### src/rtl/aes_inv_sbox_pipe.sv
// Pipelined AES inverse S-box on NBYTES byte lanes, inversion done in a GF((2^4)^2) tower field.
// Latency 3 cycles, throughput 1 word/cycle.
// A stall on in_dn_ready freezes each full stage; out_up_ready falls combinationally once the pipe is full.
module aes_inv_sbox_pipe #(
    parameter int NBYTES = 4
) (
    input  logic                  in_clk,
    input  logic                  in_rst,
    input  logic                  in_up_valid,
    input  logic [8*NBYTES-1:0]   in_up_data,
    output logic                  out_up_ready,
    output logic                  out_dn_valid,
    output logic [8*NBYTES-1:0]   out_dn_data,
    input  logic                  in_dn_ready,
    output logic                  out_busy
);

    // GF(2^4) = GF(2)[w]/(w^4+w+1); GF(2^8) = GF(2^4)[Z]/(Z^2+Z+NU) with normal basis {Z^16, Z}.
    // NU = w^3 has trace 1, which makes the quadratic irreducible.
    localparam logic [3:0] NU = 4'h8;

    typedef struct packed {
        logic [3:0] a1;
        logic [3:0] a0;
        logic [3:0] nrm;
    } s1_lane_t;

    typedef struct packed {
        logic [3:0] a1;
        logic [3:0] a0;
        logic [3:0] theta;
    } s2_lane_t;

    function automatic logic [7:0] gf8_mul(input logic [7:0] a, input logic [7:0] b);
        logic [7:0] p;
        logic [7:0] aa;
        p  = 8'h00;
        aa = a;
        for (int i = 0; i < 8; i++) begin
            if (b[i]) p = p ^ aa;
            aa = {aa[6:0], 1'b0} ^ (aa[7] ? 8'h1B : 8'h00);
        end
        return p;
    endfunction

    // GF(2) matrix stored as 8 packed columns; column k is the image of bit k.
    function automatic logic [7:0] mat_apply(input logic [63:0] cols, input logic [7:0] v);
        logic [7:0] r;
        r = 8'h00;
        for (int k = 0; k < 8; k++) begin
            if (v[k]) r = r ^ cols[8*k +: 8];
        end
        return r;
    endfunction

    // Elaboration-time search for the images of w and Z in the AES field; these fix the basis map.
    function automatic logic [63:0] build_t2p();
        logic [7:0]  w;
        logic [7:0]  z;
        logic [7:0]  x;
        logic [7:0]  wj;
        logic [63:0] cols;
        w    = 8'h00;
        z    = 8'h00;
        cols = '0;
        for (int c = 2; c < 256; c++) begin
            x = 8'(c);
            if (w == 8'h00 && (gf8_mul(gf8_mul(x, x), gf8_mul(x, x)) ^ x ^ 8'h01) == 8'h00)
                w = x;
        end
        for (int c = 2; c < 256; c++) begin
            x = 8'(c);
            if (z == 8'h00 && (gf8_mul(x, x) ^ x ^ gf8_mul(gf8_mul(w, w), w)) == 8'h00)
                z = x;
        end
        wj = 8'h01;
        for (int j = 0; j < 4; j++) begin
            cols[8*j +: 8]     = gf8_mul(wj, z);
            cols[8*(j+4) +: 8] = gf8_mul(wj, z ^ 8'h01);
            wj = gf8_mul(wj, w);
        end
        return cols;
    endfunction

    function automatic logic [63:0] build_p2t(input logic [63:0] fwd);
        logic [63:0] cols;
        cols = '0;
        for (int k = 0; k < 8; k++) begin
            for (int c = 0; c < 256; c++) begin
                if (mat_apply(fwd, 8'(c)) == 8'(1 << k))
                    cols[8*k +: 8] = 8'(c);
            end
        end
        return cols;
    endfunction

    localparam logic [63:0] T2P = build_t2p();
    localparam logic [63:0] P2T = build_p2t(T2P);

    function automatic logic [3:0] gf4_mul(input logic [3:0] a, input logic [3:0] b);
        logic [3:0] p;
        logic [3:0] aa;
        p  = 4'h0;
        aa = a;
        for (int i = 0; i < 4; i++) begin
            if (b[i]) p = p ^ aa;
            aa = {aa[2:0], 1'b0} ^ (aa[3] ? 4'h3 : 4'h0);
        end
        return p;
    endfunction

    function automatic logic [3:0] gf4_sq_scl(input logic [3:0] a);
        return gf4_mul(gf4_mul(a, a), NU);
    endfunction

    // a^14 = a^2 * a^4 * a^8; maps 0 to 0 as required.
    function automatic logic [3:0] gf4_inv(input logic [3:0] a);
        logic [3:0] a2;
        logic [3:0] a4;
        logic [3:0] a8;
        a2 = gf4_mul(a, a);
        a4 = gf4_mul(a2, a2);
        a8 = gf4_mul(a4, a4);
        return gf4_mul(gf4_mul(a2, a4), a8);
    endfunction

    function automatic logic [7:0] inv_affine(input logic [7:0] x);
        return {x[6:0], x[7]} ^ {x[4:0], x[7:5]} ^ {x[1:0], x[7:2]} ^ 8'h05;
    endfunction

    // Norm of a1*Z^16 + a0*Z over GF(2^4) is a0*a1 + NU*(a0+a1)^2.
    function automatic s1_lane_t stage1(input logic [7:0] x);
        logic [7:0] t;
        s1_lane_t   r;
        t     = mat_apply(P2T, inv_affine(x));
        r.a1  = t[7:4];
        r.a0  = t[3:0];
        r.nrm = gf4_mul(r.a0, r.a1) ^ gf4_sq_scl(r.a0 ^ r.a1);
        return r;
    endfunction

    function automatic s2_lane_t stage2(input s1_lane_t s);
        s2_lane_t r;
        r.a1    = s.a1;
        r.a0    = s.a0;
        r.theta = gf4_inv(s.nrm);
        return r;
    endfunction

    // Inverse is the conjugate scaled by theta: the Z^16 and Z coefficients swap.
    function automatic logic [7:0] stage3(input s2_lane_t s);
        return mat_apply(T2P, {gf4_mul(s.theta, s.a0), gf4_mul(s.theta, s.a1)});
    endfunction

    logic                   v1;
    logic                   v2;
    logic                   v3;
    logic                   adv1;
    logic                   adv2;
    logic                   adv3;
    s1_lane_t [NBYTES-1:0]  s1_d;
    s1_lane_t [NBYTES-1:0]  s1_q;
    s2_lane_t [NBYTES-1:0]  s2_d;
    s2_lane_t [NBYTES-1:0]  s2_q;
    logic [8*NBYTES-1:0]    s3_d;
    logic [8*NBYTES-1:0]    s3_q;

    assign adv3 = !v3 || in_dn_ready;
    assign adv2 = !v2 || adv3;
    assign adv1 = !v1 || adv2;

    always_comb begin
        s1_d = '0;
        s2_d = '0;
        s3_d = '0;
        for (int i = 0; i < NBYTES; i++) begin
            s1_d[i]         = stage1(in_up_data[8*i +: 8]);
            s2_d[i]         = stage2(s1_q[i]);
            s3_d[8*i +: 8]  = stage3(s2_q[i]);
        end
    end

    always_ff @(posedge in_clk) begin
        if (in_rst) begin
            v1   <= 1'b0;
            v2   <= 1'b0;
            v3   <= 1'b0;
            s1_q <= '0;
            s2_q <= '0;
            s3_q <= '0;
        end else begin
            if (adv1) begin
                v1 <= in_up_valid;
                if (in_up_valid) s1_q <= s1_d;
            end
            if (adv2) begin
                v2 <= v1;
                if (v1) s2_q <= s2_d;
            end
            if (adv3) begin
                v3 <= v2;
                if (v2) s3_q <= s3_d;
            end
        end
    end

    assign out_up_ready = adv1 && !in_rst;
    assign out_dn_valid = v3;
    assign out_dn_data  = s3_q;
    assign out_busy     = v1 || v2 || v3;

endmodule

### config.mk
export PLATFORM = sky130hd
export DESIGN_NAME = aes_inv_sbox_pipe
export DESIGN_NICKNAME = d
export VERILOG_FILES = /design/src/rtl/aes_inv_sbox_pipe.sv
export SDC_FILE = /design/constraint.sdc
export NUM_CORES = 1
export LEC_CHECK = 0
export ABC_AREA = 0
export CORE_AREA = 2 2 150 152
export DETAILED_ROUTE_END_ITERATION = 12
export DIE_AREA = 0 0 152 154
export HOLD_SLACK_MARGIN = 0.15
export PLACE_DENSITY = 0.92
export SYNTH_ARGS = -nofsm -noshare
export SYNTH_HDL_FRONTEND = slang
export SYNTH_SLANG_ARGS = --single-unit
### constraint.sdc
create_clock -name in_clk -period 7.52 [get_ports in_clk]
set_input_delay 1.504 -clock in_clk [delete_from_list [all_inputs] [get_ports in_clk]]
set_output_delay 1.504 -clock in_clk [all_outputs]
set_load 0.01 [all_outputs]
==> out/metrics.cfg <==
[floorplanning]
core_sq_um=21700
die_area_sq_um=23400
io_pins=71
floorplan.initialDensity_pct=62.7
die_w_microns=152
dieHeight_microns=154
rows=54

[critical_path]
timing.rr.end=s2_q[3]
critPathCaptureType=flop
cpMaxStageDelayCell=dfxtp_1
crit_top_cell=xnor2_1
path_cells=ha_1, nand2_1, xnor2_2, inv_1, ha_1, xnor2_1, mux2i_1, xnor2_1, ha_1, xnor2_1, o21ai_0, a31oi_1, o32ai_1, o2bb2ai_1, nor2_1, a211oi_1, a21oi_1, xnor2_1, a211oi_1
cp.arrival_ns=6.54
reg2reg_depth=19
cp_top_family=compound AO/OA/AOI/OAI gates
worstSetupPathType=flop to flop
r2r_start=s1_q[3]
crit_buf_inv=1
crit_path_start=s1_q[3]
r2r_slack_ns=1.31
slowest_delay_ns=0.80
critical_path_required_ns=7.85
start_kind=flop
worstPathMaxFanout=23

[clocking]
post-cts-setup-buffers=0
postCtsHoldBufs=0
clock_path_buffers=2
htree_num_levels=4
cts-root-buf=clkbuf_16
path_clk_slew_ns=0.06
cts_tree=done
cts.repair.resized=0
clock-sinks=131
cts_buffers=17
clk_latency_ns=0.43

[synth]
yosys_warnings=0
syn_area_sq_um=13600
synthCells=1870
synth_flop_cell=dfxtp_1
ys_ff_latch=131
synth_cell_types=86
avgSynthCellArea_sq_um=7.27
ys_seq_area_share_pct=19.3
synth_edf_count=0
synthArstFlopShare_pct=0
syn_nets=1931

[grt]
grt_max_degree=85
grt_usage_pct=26.3
grt_remaining_overflow=0
grt_pass1_wl_microns=53600
grt_pass1_vias=11513
antenna_found_initial=0

[layout]
drive_above_1_share_pct=5.18
syn2layout_area_growth_pct=8.32
fillCellCount=1670
mostFrequentLayoutCells=nand2_1 (285), xnor2_1 (267), nor2_1 (189), dfxtp_1 (131), a21oi_1 (126)
final_nets=1881
diodes=0
fin_area_sq_um=14700
layout_commonest_cell=nand2_1

[sta]
min_period_ns=6.21
worst_pin_slew_ns=1.09
drv_slew=0
finalClockSkew_ns=0.0137
max_freq_mhz=161
setup_ws_ns=1.31
period_share_pct=82.5
rsz0062_at_grt=no
finalHoldViolCount=0
slew_headroom_pct=27.1
setup_tns_ns=0
finalSetupViolCount=0

[placement]
pre_cts_ws_ns=1.44
port_buffers=70
post-dp-hpwl_microns=21900
place.gp.congestion=0.890
dpl_cell_area_sq_um=14100

[power_and_ir_drop]
p_total_mw=5.92
powerDensity_nw_per_um2=402
vdd_drop_max_mv=0.219
p_leak_nw=5.08

[hold_path]
hp-start=out_dn_data[27]
holdPathStages=2
min_path_type=flop to flop
hold_end=out_dn_data[27]

[drt]
drc=0
viasPerCell=6.00
drt_iter0_markers=1118
antenna_left=0
routed_wl_microns=31300
vias=12676
wire_per_inst_microns=14.8
drtPass1Iterations=6

[outcome]
status=completed

[run]
maxCapViolations=0

final cells by class:
class	instances	area [sq um]	area share, %
multi-input cells	1547	10200	69.3
flip-flops and latches	131	2620	17.8
repair buffers	80	773	5.25
clock buffers	19	443	3.01
well taps	280	350	2.38
inverters	43	164	1.11
clock inverters	13	159	1.08
logic make-up (layout without fill, tap and decap cells):
family,Yosys count,after routing,share of synthesized area [%]
AO/OA/AOI/OAI,424,424,20.8
XOR/XNOR,383,383,26.3
adder cells (fa/ha/maj),26,26,2.38
buffers and inverters,192,155,5.76
flip-flops,131,131,19.3
multiplexers,48,48,4.04
AND/OR/NAND/NOR,666,666,21.4
power by group:
| part | internal (mW) | leakage, nW | total, mW | switching [mW] |
|---|---|---|---|---|
| combinational | 1.81 | 3.73 | 4.10 | 2.29 |
| clock | 0.528 | 0.277 | 0.848 | 0.320 |
| sequential | 0.775 | 1.07 | 0.969 | 0.194 |
| total | 3.12 | 5.08 | 5.92 | 2.81 |
cell usage after synthesis, types with 25 or more instances:
cell type	number	area, sq um
nor3_1	48	240
dfxtp_1	131	2620
a21oi_1	126	631
nand3_1	39	195
mux2i_1	36	360
nand2b_1	33	206
o21ai_0	83	415
nand2_1	285	1070
nor2_1	189	709
xnor2_1	267	2340
ha_1	25	313
clkbuf_1	116	435
inv_1	35	131
xor2_1	94	823
a211oi_1	65	488
worst max-delay path by stage:
| stage | to | slack [ns] | cells after the start |
|---|---|---|---|
| floorplan | s2_q[14] | 2.30 | 20 |
| global placement | s2_q[14] | 1.58 | 19 |
| detailed placement | s2_q[14] | 1.44 | 19 |
| CTS | s2_q[14] | 1.42 | 19 |
| global route | s2_q[3] | 0.68 | 19 |
| finish | s2_q[3] | 1.31 | 19 |
tightest hold or removal path, stage by stage, from the launching register on:
cell and delay (ns):
dfxtp_1 0.31, nand2_1 0.05, a21oi_1 0.05
state kept, by name (all words and copies together), names as in the netlist:
| name | flops |
|---|---|
| out_dn_data | 32 |
| out_dn_valid | 1 |
| s1_q | 48 |
| s2_q | 48 |
| v1 | 1 |
| v2 | 1 |
metrics by stage:
step / utilization (%) / hold WS, ns / cells
global route: 67.9 / 0.472 / 2113
floorplan: - / 0.432 / 1870
global placement: 65.1 / 0.441 / 2081
finish: 67.9 / 0.456 / 2113
CTS: 67.9 / 0.457 / 2113
detailed placement: 65.1 / 0.446 / 2081
layer usage:
| metal | share of wire (%) | wire (microns) | global-route usage, % |
|---|---|---|---|
| met1 | 44 | 13900 | 34.4 |
| met2 | 48 | 15000 | 44.6 |
| met3 | 5.6 | 1740 | 3.78 |
| met4 | 2.0 | 614 | 8.54 |
| met5 | 0 | 0 | 0 |
(Power assumes the default switching activity.)
==> variant, RTL diff (same flow settings) <==
`NBYTES`: 4 -> 2. Comments in the files are not updated.
--- a/src/rtl/aes_inv_sbox_pipe.sv
+++ b/src/rtl/aes_inv_sbox_pipe.sv
@@ -4,3 +4,3 @@
 module aes_inv_sbox_pipe #(
-    parameter int NBYTES = 4
+    parameter int NBYTES = 2
 ) (
Ports: changed (resized in_up_data and out_dn_data); port bits go from 71 to 39. The function was not compared with the original's and may differ.
==> variant against the original RTL <==
  * Sequential cell count is 64 lower
  * Maximum frequency is 2.1% lower
  * Sequential share of layout area is 1.6 points lower
  * Final area is 44% lower
  * Sequential power is 49% lower
  * Worst setup slack worse by 140 ps
  * Die area stayed put
  * Largest cell class unchanged
  * Area after synthesis is 44% lower
  * First-iteration DRC count is 45% lower
  * Total power is 48% lower
  * Routed wire length is 45% lower
  * Clock skew is 4.4 ps lower
==> variant: results (changes against the original RTL) <==
Global route
  • Met3 usage in global routing: 2.31% (-1.5 points)
  • Largest net degree at the start of global routing: 69 (-19%)
  • GR met2 Demand/Resource: 23.9% (-21 points)
  • Total global-route track usage: 14.5% (-12 points)
  • First-pass GRT wire length: 29800 microns (-44%)

Pwr
  • Static Leak: 2.82 nW (-44%)
  • Internal Power: 1.59 mW (-49%)

Critical path
  • Setup crit start: s1_q[15]
  • Worst path required time: 7800 ps (-50 ps)
  • Slowest cell delay on critical path: 890 ps (+90 ps)
  • Reg2reg start: s1_q[15]

Final layout
  • Nets: 1049 (-44%)
  • Fill count: 2093 (+25%)
  • Layout cells sized above 1: 5.77% (+0.58 points)

Synth
  • Post-Synth XOR/XNOR Area: 25.4% (-0.95 points)
  • Sequential area share after synthesis: 17.8% (-1.5 points)
  • Synth Net Count: 1076 (-44%)
  • Adder-cell share of the synthesized area: 2.09% (-0.29 points)
  • Ranking of synthesized cells by area: dfxtp_1 (18%), xnor2_1 (14%), nand2_1 (7.8%), xor2_1 (7.1%), nor2_1 (5.6%)
  • Synth unique cells: 84 (-2.3%)
  • Mux contribution to synthesized area: 3.51% (-0.53 points)

Hold path
  • Hold Startpoint: out_dn_data[7]

STA
  • Slew @ Worst Pin: 1100 ps (+15.0 ps)
  • Final Skew: 9.28 ps (-4.39 ps)

Drt
  • Routed len/inst: 13.2 microns (-11%)
  • Vias: 7150 (-44%)
  • 1st-iter DRT viols: 615 (-45%)

Placement
  • IO Port Bufs: 38 (-46%)
  • RePlAce Congestion: 0.853 (-4.2%)
  • DP HPWL: 12300 microns (-44%)

Clocking
  • Clock Latency Late Sink: 350 ps (-80 ps)
  • H-tree depth: 3 (-1)
  • Total CTS buffers: 9 (-8)

Status
  • Outcome: complete, no violations
[variant: path summary, 6_finish.rpt]
check / end / slack [ps] / depth (start not counted)
worst max-delay path: s2_q[15] / 1180 / 18
worst min-delay path: out_dn_data[7] / 450 / 2
worst max register to register: s2_q[15] / 1180 / 18
worst min register to register: out_dn_data[7] / 450 / 2
[variant: final cells by class]
cell class	count	area (sq um)	share of cell area (%)
clock buffers	9	225	2.72
well taps	280	350	4.23
flip-flops and latches	67	1340	16.2
inverters	24	90.1	1.09
repair buffers	44	420	5.07
clock inverters	7	81.3	0.982
multi-input cells	872	5780	69.7
[variant: layer usage]
layer  vias up  part of all wire [%]
met1      3292                    45
met5         -                     0
met3        45                   5.6
met2       238                    47
li1       3575                     -
met4         0                   1.9
[variant: worst register-to-register path: cells and delay by family, from the launching register on]
family,cells,cell delay (ps)
adders and majority gates,3,1940
buffers and inverters,2,560
and+or+nand+nor,4,640
DFF,1,890
muxes,1,360
AOI/OAI and AO/OA,3,560
xor gates and xnor gates,5,1330
[variant: logic make-up (layout without fill, tap and decap cells)]
group,Yosys count,count (layout)
buffers and inverters,106,84
muxes,22,22
xor gates and xnor gates,198,198
AOI/OAI and AO/OA,243,243
and+or+nand+nor,396,396
DFF,67,67
adders and majority gates,13,13
[variant: per-stage QoR]
stage / instances / area (sq um) / setup WS, ps / hold slack (ps) / util, %
after global placement: 1287 / 7980 / 1580 / 438 / 36.8
final: 1303 / 8280 / 1180 / 453 / 38.2
after detailed placement: 1287 / 7980 / 1340 / 448 / 36.8
after CTS: 1303 / 8280 / 1310 / 456 / 38.2
after floorplan: 1045 / 7550 / 2840 / 432 / -
after global routing: 1303 / 8280 / 557 / 478 / 38.2
[variant: power by group through the flow]
stage,clock [mW],combinational (mW),sequential [mW]
after global routing,0.457,2.37,0.501
after CTS,0.440,2.12,0.487
after global placement,0,2.02,0.490
after floorplan,0,1.87,0.432
after detailed placement,0,2.11,0.494
final,0.441,2.14,0.490
